<file path="src/rtl/eightbit_search_if.sv">
// Search initiator <-> comparator/controller bundle: start request, comparator flags, probe and results.
// No backpressure: start is a pulse, and the comparator answers combinationally in the same cycle.
interface eightbit_search_if #(
  parameter int WIDTH = 8
);
  logic             start;
  logic             eq;
  logic             lt;
  logic             gt;
  logic [WIDTH-1:0] guess;
  logic             busy;
  logic             done;
  logic             found;
  logic             error;
  logic [WIDTH-1:0] result;
  logic [3:0]       steps;

  modport master (
    input  start, eq, lt, gt,
    output guess, busy, done, found, error, result, steps
  );

  modport slave (
    output start, eq, lt, gt,
    input  guess, busy, done, found, error, result, steps
  );
endinterface

</file>
<file path="src/rtl/eightbit_search.sv">
// Binary search of a hidden comparator operand; one compare per cycle, done one cycle after the final compare.
// No backpressure: start is ignored while busy or done, and requests are not queued.
module eightbit_search #(
  parameter int WIDTH = 8
) (
  input  logic             clk,
  input  logic             reset,
  eightbit_search_if.master bus
);

  typedef enum logic [1:0] {IDLE, SEARCH, DONE} state_t;

  localparam logic [WIDTH-1:0] MAX_VAL = '1;
  localparam logic [WIDTH-1:0] ONE     = WIDTH'(1);
  localparam logic [WIDTH-1:0] FIRST   = MAX_VAL >> 1;

  state_t           state, state_nxt;
  logic [WIDTH-1:0] lo, hi, lo_nxt, hi_nxt, mid_nxt;
  logic [WIDTH:0]   sum_nxt;
  logic [WIDTH-1:0] guess_q, result_q;
  logic [3:0]       steps_q;
  logic             found_q, error_q;
  logic             hit, bad;

  // Narrowed bounds and next probe; the sum carries an extra bit so 255+255 cannot wrap.
  always_comb begin
    lo_nxt = lo;
    hi_nxt = hi;
    hit    = 1'b0;
    bad    = 1'b0;
    case ({bus.eq, bus.lt, bus.gt})
      3'b100: hit = 1'b1;
      3'b010: begin
        if (guess_q == MAX_VAL) bad = 1'b1;
        else                    lo_nxt = guess_q + ONE;
      end
      3'b001: begin
        if (guess_q == '0) bad = 1'b1;
        else               hi_nxt = guess_q - ONE;
      end
      default: bad = 1'b1;
    endcase
    if (!hit && !bad && (lo_nxt > hi_nxt)) bad = 1'b1;
    sum_nxt = {1'b0, lo_nxt} + {1'b0, hi_nxt};
    mid_nxt = sum_nxt[WIDTH:1];
  end

  always_ff @(posedge clk or posedge reset) begin
    if (reset) state <= IDLE;
    else       state <= state_nxt;
  end

  always_comb begin
    state_nxt = state;
    case (state)
      IDLE:    if (bus.start) state_nxt = SEARCH;
      SEARCH:  if (hit || bad) state_nxt = DONE;
      DONE:    state_nxt = IDLE;
      default: state_nxt = IDLE;
    endcase
  end

  always_comb begin
    bus.busy = (state == SEARCH);
    bus.done = (state == DONE);
  end

  always_ff @(posedge clk or posedge reset) begin
    if (reset) begin
      lo       <= '0;
      hi       <= '0;
      guess_q  <= '0;
      result_q <= '0;
      steps_q  <= '0;
      found_q  <= 1'b0;
      error_q  <= 1'b0;
    end else begin
      case (state)
        IDLE: begin
          if (bus.start) begin
            lo       <= '0;
            hi       <= MAX_VAL;
            guess_q  <= FIRST;
            result_q <= '0;
            steps_q  <= '0;
            found_q  <= 1'b0;
            error_q  <= 1'b0;
          end
        end
        SEARCH: begin
          steps_q <= steps_q + 4'd1;
          if (hit) begin
            result_q <= guess_q;
            found_q  <= 1'b1;
          end else if (bad) begin
            result_q <= '0;
            found_q  <= 1'b0;
            error_q  <= 1'b1;
          end else begin
            lo      <= lo_nxt;
            hi      <= hi_nxt;
            guess_q <= mid_nxt;
          end
        end
        default: ;
      endcase
    end
  end

  assign bus.guess  = guess_q;
  assign bus.result = result_q;
  assign bus.steps  = steps_q;
  assign bus.found  = found_q;
  assign bus.error  = error_q;

endmodule

</file>
<file path="src/flat_wrapper.sv">
// flat-port wrapper written by rule: the top's interface ports become plain ports
module eightbit_search_flat 
#(
  parameter int WIDTH = 8
)
  (clk, reset, bus_start, bus_eq, bus_lt, bus_gt, bus_guess, bus_busy, bus_done, bus_found, bus_error, bus_result, bus_steps);
  eightbit_search_if #(.WIDTH(WIDTH)) bus_i ();
  input  logic clk;
  input  logic reset;
  input wire logic [$bits(bus_i.start)-1:0] bus_start;
  input wire logic [$bits(bus_i.eq)-1:0] bus_eq;
  input wire logic [$bits(bus_i.lt)-1:0] bus_lt;
  input wire logic [$bits(bus_i.gt)-1:0] bus_gt;
  output wire logic [$bits(bus_i.guess)-1:0] bus_guess;
  output wire logic [$bits(bus_i.busy)-1:0] bus_busy;
  output wire logic [$bits(bus_i.done)-1:0] bus_done;
  output wire logic [$bits(bus_i.found)-1:0] bus_found;
  output wire logic [$bits(bus_i.error)-1:0] bus_error;
  output wire logic [$bits(bus_i.result)-1:0] bus_result;
  output wire logic [$bits(bus_i.steps)-1:0] bus_steps;
  assign bus_i.start = bus_start;
  assign bus_i.eq = bus_eq;
  assign bus_i.lt = bus_lt;
  assign bus_i.gt = bus_gt;
  assign bus_guess = bus_i.guess;
  assign bus_busy = bus_i.busy;
  assign bus_done = bus_i.done;
  assign bus_found = bus_i.found;
  assign bus_error = bus_i.error;
  assign bus_result = bus_i.result;
  assign bus_steps = bus_i.steps;
  eightbit_search #(.WIDTH(WIDTH)) u_core (.clk(clk), .reset(reset), .bus(bus_i));
endmodule
</file>
<file path="config.mk">
export PLATFORM = sky130hd
export DESIGN_NAME = eightbit_search_flat
export DESIGN_NICKNAME = d
export VERILOG_FILES = /design/src/rtl/eightbit_search_if.sv /design/src/rtl/eightbit_search.sv /design/src/flat_wrapper.sv
export SDC_FILE = /design/constraint.sdc
export NUM_CORES = 1
export LEC_CHECK = 0
export CAP_MARGIN = 20
export CELL_PAD_IN_SITES_DETAIL_PLACEMENT = 1
export CELL_PAD_IN_SITES_GLOBAL_PLACEMENT = 2
export CORE_MARGIN = 3
export CORE_UTILIZATION = 36
export CTS_CLUSTER_SIZE = 30
export DETAILED_ROUTE_END_ITERATION = 7
export PLACE_DENSITY = 0.88
export SLEW_MARGIN = 5
export SYNTH_ARGS = -nofsm -noshare
export SYNTH_HDL_FRONTEND = slang
export SYNTH_SLANG_ARGS = --single-unit
</file>
<file path="constraint.sdc">
create_clock -name clk -period 4.6 [get_ports clk]
set_input_delay 0.46 -clock clk [delete_from_list [all_inputs] [get_ports clk]]
set_output_delay 0.46 -clock clk [all_outputs]
set_load 0.02 [all_outputs]
</file>
==> results_dict.tcl <==
set metrics [dict create \
    avgSynthCellArea_sq_um 9.50 \
    synthArstFlopShare 1.00 \
    drt_wl_total_mm 7.26 \
    htreeDepth 2 \
    cpMaxStageDelayCell "dfrtp_1" \
    min_period_ns 4.04 \
    area_growth_pct 17.1 \
    grt_setup_unrepaired "no" \
    crit_fanout 23 \
    start_util 0.375 \
    post_drt_via_cell_ratio 5.16 \
    grt_antenna_before_repair 0 \
    ys_ff_latch 40 \
    cp_top_family "compound AO/OA/AOI/OAI gates" \
    drc 0 \
    synth_nets 318 \
    num_rows 31 \
    postRouteAntennaNets 0 \
    slew_violations 0 \
    fp.coreArea_sq_mm 0.00737 \
    status "finished clean" \
    cts-hold-fix-buffers 0 \
    synth_area_sq_mm 0.00277 \
    tritoncts "yes" \
    leakagePower_nw 1.40 \
    dieArea_sq_mm 0.00877 \
    dp_hpwl_mm 5.27 \
    grt_util_all_layers 0.177 \
    cp-start-kind "flip-flop" \
    drt_iter0_drc 94 \
    power.density_mw_per_mm2 348 \
    synth_top_area_cell "dfrtp_1" \
    whs_ns 0.487 \
    worstMarginPinSlew_ns 0.796 \
    ys.flop_type "dfrtp_1" \
    max_stage_delay_ns 0.56 \
    synthTopCellsByArea "dfrtp_1 36%, ha_1 9.0%, nor2_1 6.0%" \
    io_buffers 29 \
    synth_most_common_cell "nor2_1" \
    p_int_mw 0.717 \
    grt_pass1_vias 2256 \
    crit_arrival_ns 4.24 \
    clk_pin_slew_ns 0.09 \
    ir_drop_uv 117 \
    p_seq_frac 0.387 \
    setup_tns_ns 0 \
    syn_inst 291 \
    drv_cap 0 \
    layout.cells.non_filler 417 \
    synth_edf_count 0 \
    final_core_util 0.439 \
    slew-limit-headroom 0.469 \
    grt_pass1_wl_mm 12.0 \
    cts_buffers 5 \
    gp_congestion 0.812 \
    pwr-share-clk 0.277 \
    grt_max_degree 41 \
    final_nets 344 \
    setup_viol 0 \
    vias 2151 \
    clkLatencyLatePin_ns 0.31 \
    drive_above_1_share 0.101 \
    synth.distinct_cells 53 \
    path_cells "ha_1 -> and3_1 -> nand2_1 -> o21ai_2 -> mux2_2 -> ha_1 -> nand2b_1 -> a21oi_1 -> o21ai_0 -> a21oi_4 -> nor2_8 -> mux2_2" \
    min_path_type "reg2reg" \
    path_class "reg2reg" \
    crit_buf_inv 0 \
    dp.cells 409 \
    swShare 0.364 \
    skew_ns 0.00695 \
    end_kind "flip-flop" \
    ys_seq_area_frac 0.362 \
    root_buffer "clkbuf_8" \
    switchingPower_mw 0.410 \
    pin_count 30 \
    yosysWarnings 0 \
    hold_viol_final 0 \
    wl_per_cell_um 17.4 \
    placed_area_sq_mm 0.00312 \
    antennaDiodeCount 0 \
    comb_power_share 0.336 \
    die_w_um 93.6 \
    stdcell_area_sq_mm 0.00324 \
    cp.required_ns 4.79 \
    yosys-top-cells-count "44 x nor2_1, 40 x dfrtp_1, 20 x ha_1" \
    cts.sinks 40 \
    clockBufferDepth 2 \
    synth_top_area_share 0.362 \
    first_pass_iters 4 \
    gr-total-overflow 0 \
    fmax_ghz 0.247 \
    finalCritPeriodShare 0.879 \
    dieHeight_um 93.6 \
]
layer usage:
metal | track usage | wire length, um | up-vias
li1 | - | - | 1049
met1 | 0.241 | 3560 | 1059
met2 | 0.290 | 3380 | 39
met3 | 0.0378 | 258 | 4
met4 | 0.0361 | 56 | 0
met5 | 0 | 0 | -
layout make-up:
cell class,count,area [sq um]
repair buffers,33,320
multi-input cells,220,1610
clock inverters,3,46.3
inverters,17,63.8
flip-flops and latches,40,1000
fillers,856,4130
well taps,99,124
clock buffers,5,68.8
worst reg2reg max path, stage by stage, from the launching register on:
cell and delay (ns):
dfrtp_1 0.56, ha_1 0.25, and3_1 0.25, nand2_1 0.10
o21ai_2 0.44, mux2_2 0.45, ha_1 0.34, nand2b_1 0.09
a21oi_1 0.07, o21ai_0 0.32, a21oi_4 0.17, nor2_8 0.48
mux2_2 0.41
placed cells by master (no fill, tap or decap), drive strengths merged, types with 2 or more instances in the layout:
cell,instances
nor2,45
dfrtp,40
clkdlybuf4s50,29
ha,20
inv,18
nand2,17
mux2i,16
a21oi,16
o21ai,15
a22o,10
and2,9
xnor2,9
mux2,8
xor2,6
nand2b,5
clkbuf,5
nor2b,4
buf,4
nand3,3
a31oi,3
o21bai,3
a21o,3
nand4,2
o22ai,2
o21a,2
nor3,2
final timing paths:
check	from	endpoint	slack (ns)	cells past startpoint
worst max-delay path	u_core.bus.guess[0]$_DFFE_PP0P_	u_core.lo[4]$_DFFE_PP0P_	0.56	12
max in group asynchronous	reset	u_core.bus.guess[2]$_DFFE_PP0P_	3.62	3
worst min register to register	u_core.bus.found$_DFFE_PP0P_	u_core.bus.found$_DFFE_PP0P_	0.49	1
worst max register to register	u_core.bus.guess[0]$_DFFE_PP0P_	u_core.lo[4]$_DFFE_PP0P_	0.56	12
worst min-delay path	u_core.bus.found$_DFFE_PP0P_	u_core.bus.found$_DFFE_PP0P_	0.49	1
min in group asynchronous	reset	u_core.bus.steps[2]$_DFFE_PP0P_	0.59	3
stage by stage:
stage / power [mW] / setup slack, ns
final: 1.13 / 0.557
after CTS: 1.14 / 0.341
after global placement: 0.816 / 0.434
after detailed placement: 0.825 / 0.371
after floorplan: 0.684 / 1.03
after global routing: 1.20 / 0.302
power groups by stage:
stage / registers, mW / clock network, mW / logic, mW
floorplan: 0.465 / 0 / 0.219
global placement: 0.441 / 0 / 0.375
detailed placement: 0.443 / 0 / 0.382
CTS: 0.437 / 0.317 / 0.383
global route: 0.443 / 0.332 / 0.420
finish: 0.436 / 0.312 / 0.379
timing repair:
item,4_1_cts,5_1_grt
gates resized for setup,0,1
setup buffers,0,0
setup endpoints to repair,0,3
sequential cells by signal, summed over array words and instances (netlist names):
| register | count |
|---|---|
| u_core.bus.error | 1 |
| u_core.lo | 8 |
| u_core.bus.steps | 4 |
| u_core.bus.found | 1 |
| u_core.state | 2 |
| u_core.hi | 8 |
| u_core.bus.result | 8 |
| u_core.bus.guess | 8 |
cell families (layout without fill, tap and decap cells):
family,count (synthesis),count (layout),share of synthesized area
adders and majority gates,21,21,0.0977
AOI/OAI and AO/OA,64,64,0.163
DFF,40,40,0.362
and+or+nand+nor,96,96,0.177
xor gates and xnor gates,15,15,0.0475
muxes,24,24,0.0959
buffers and inverters,31,58,0.0561
Power figures use the tool's default switching activity.
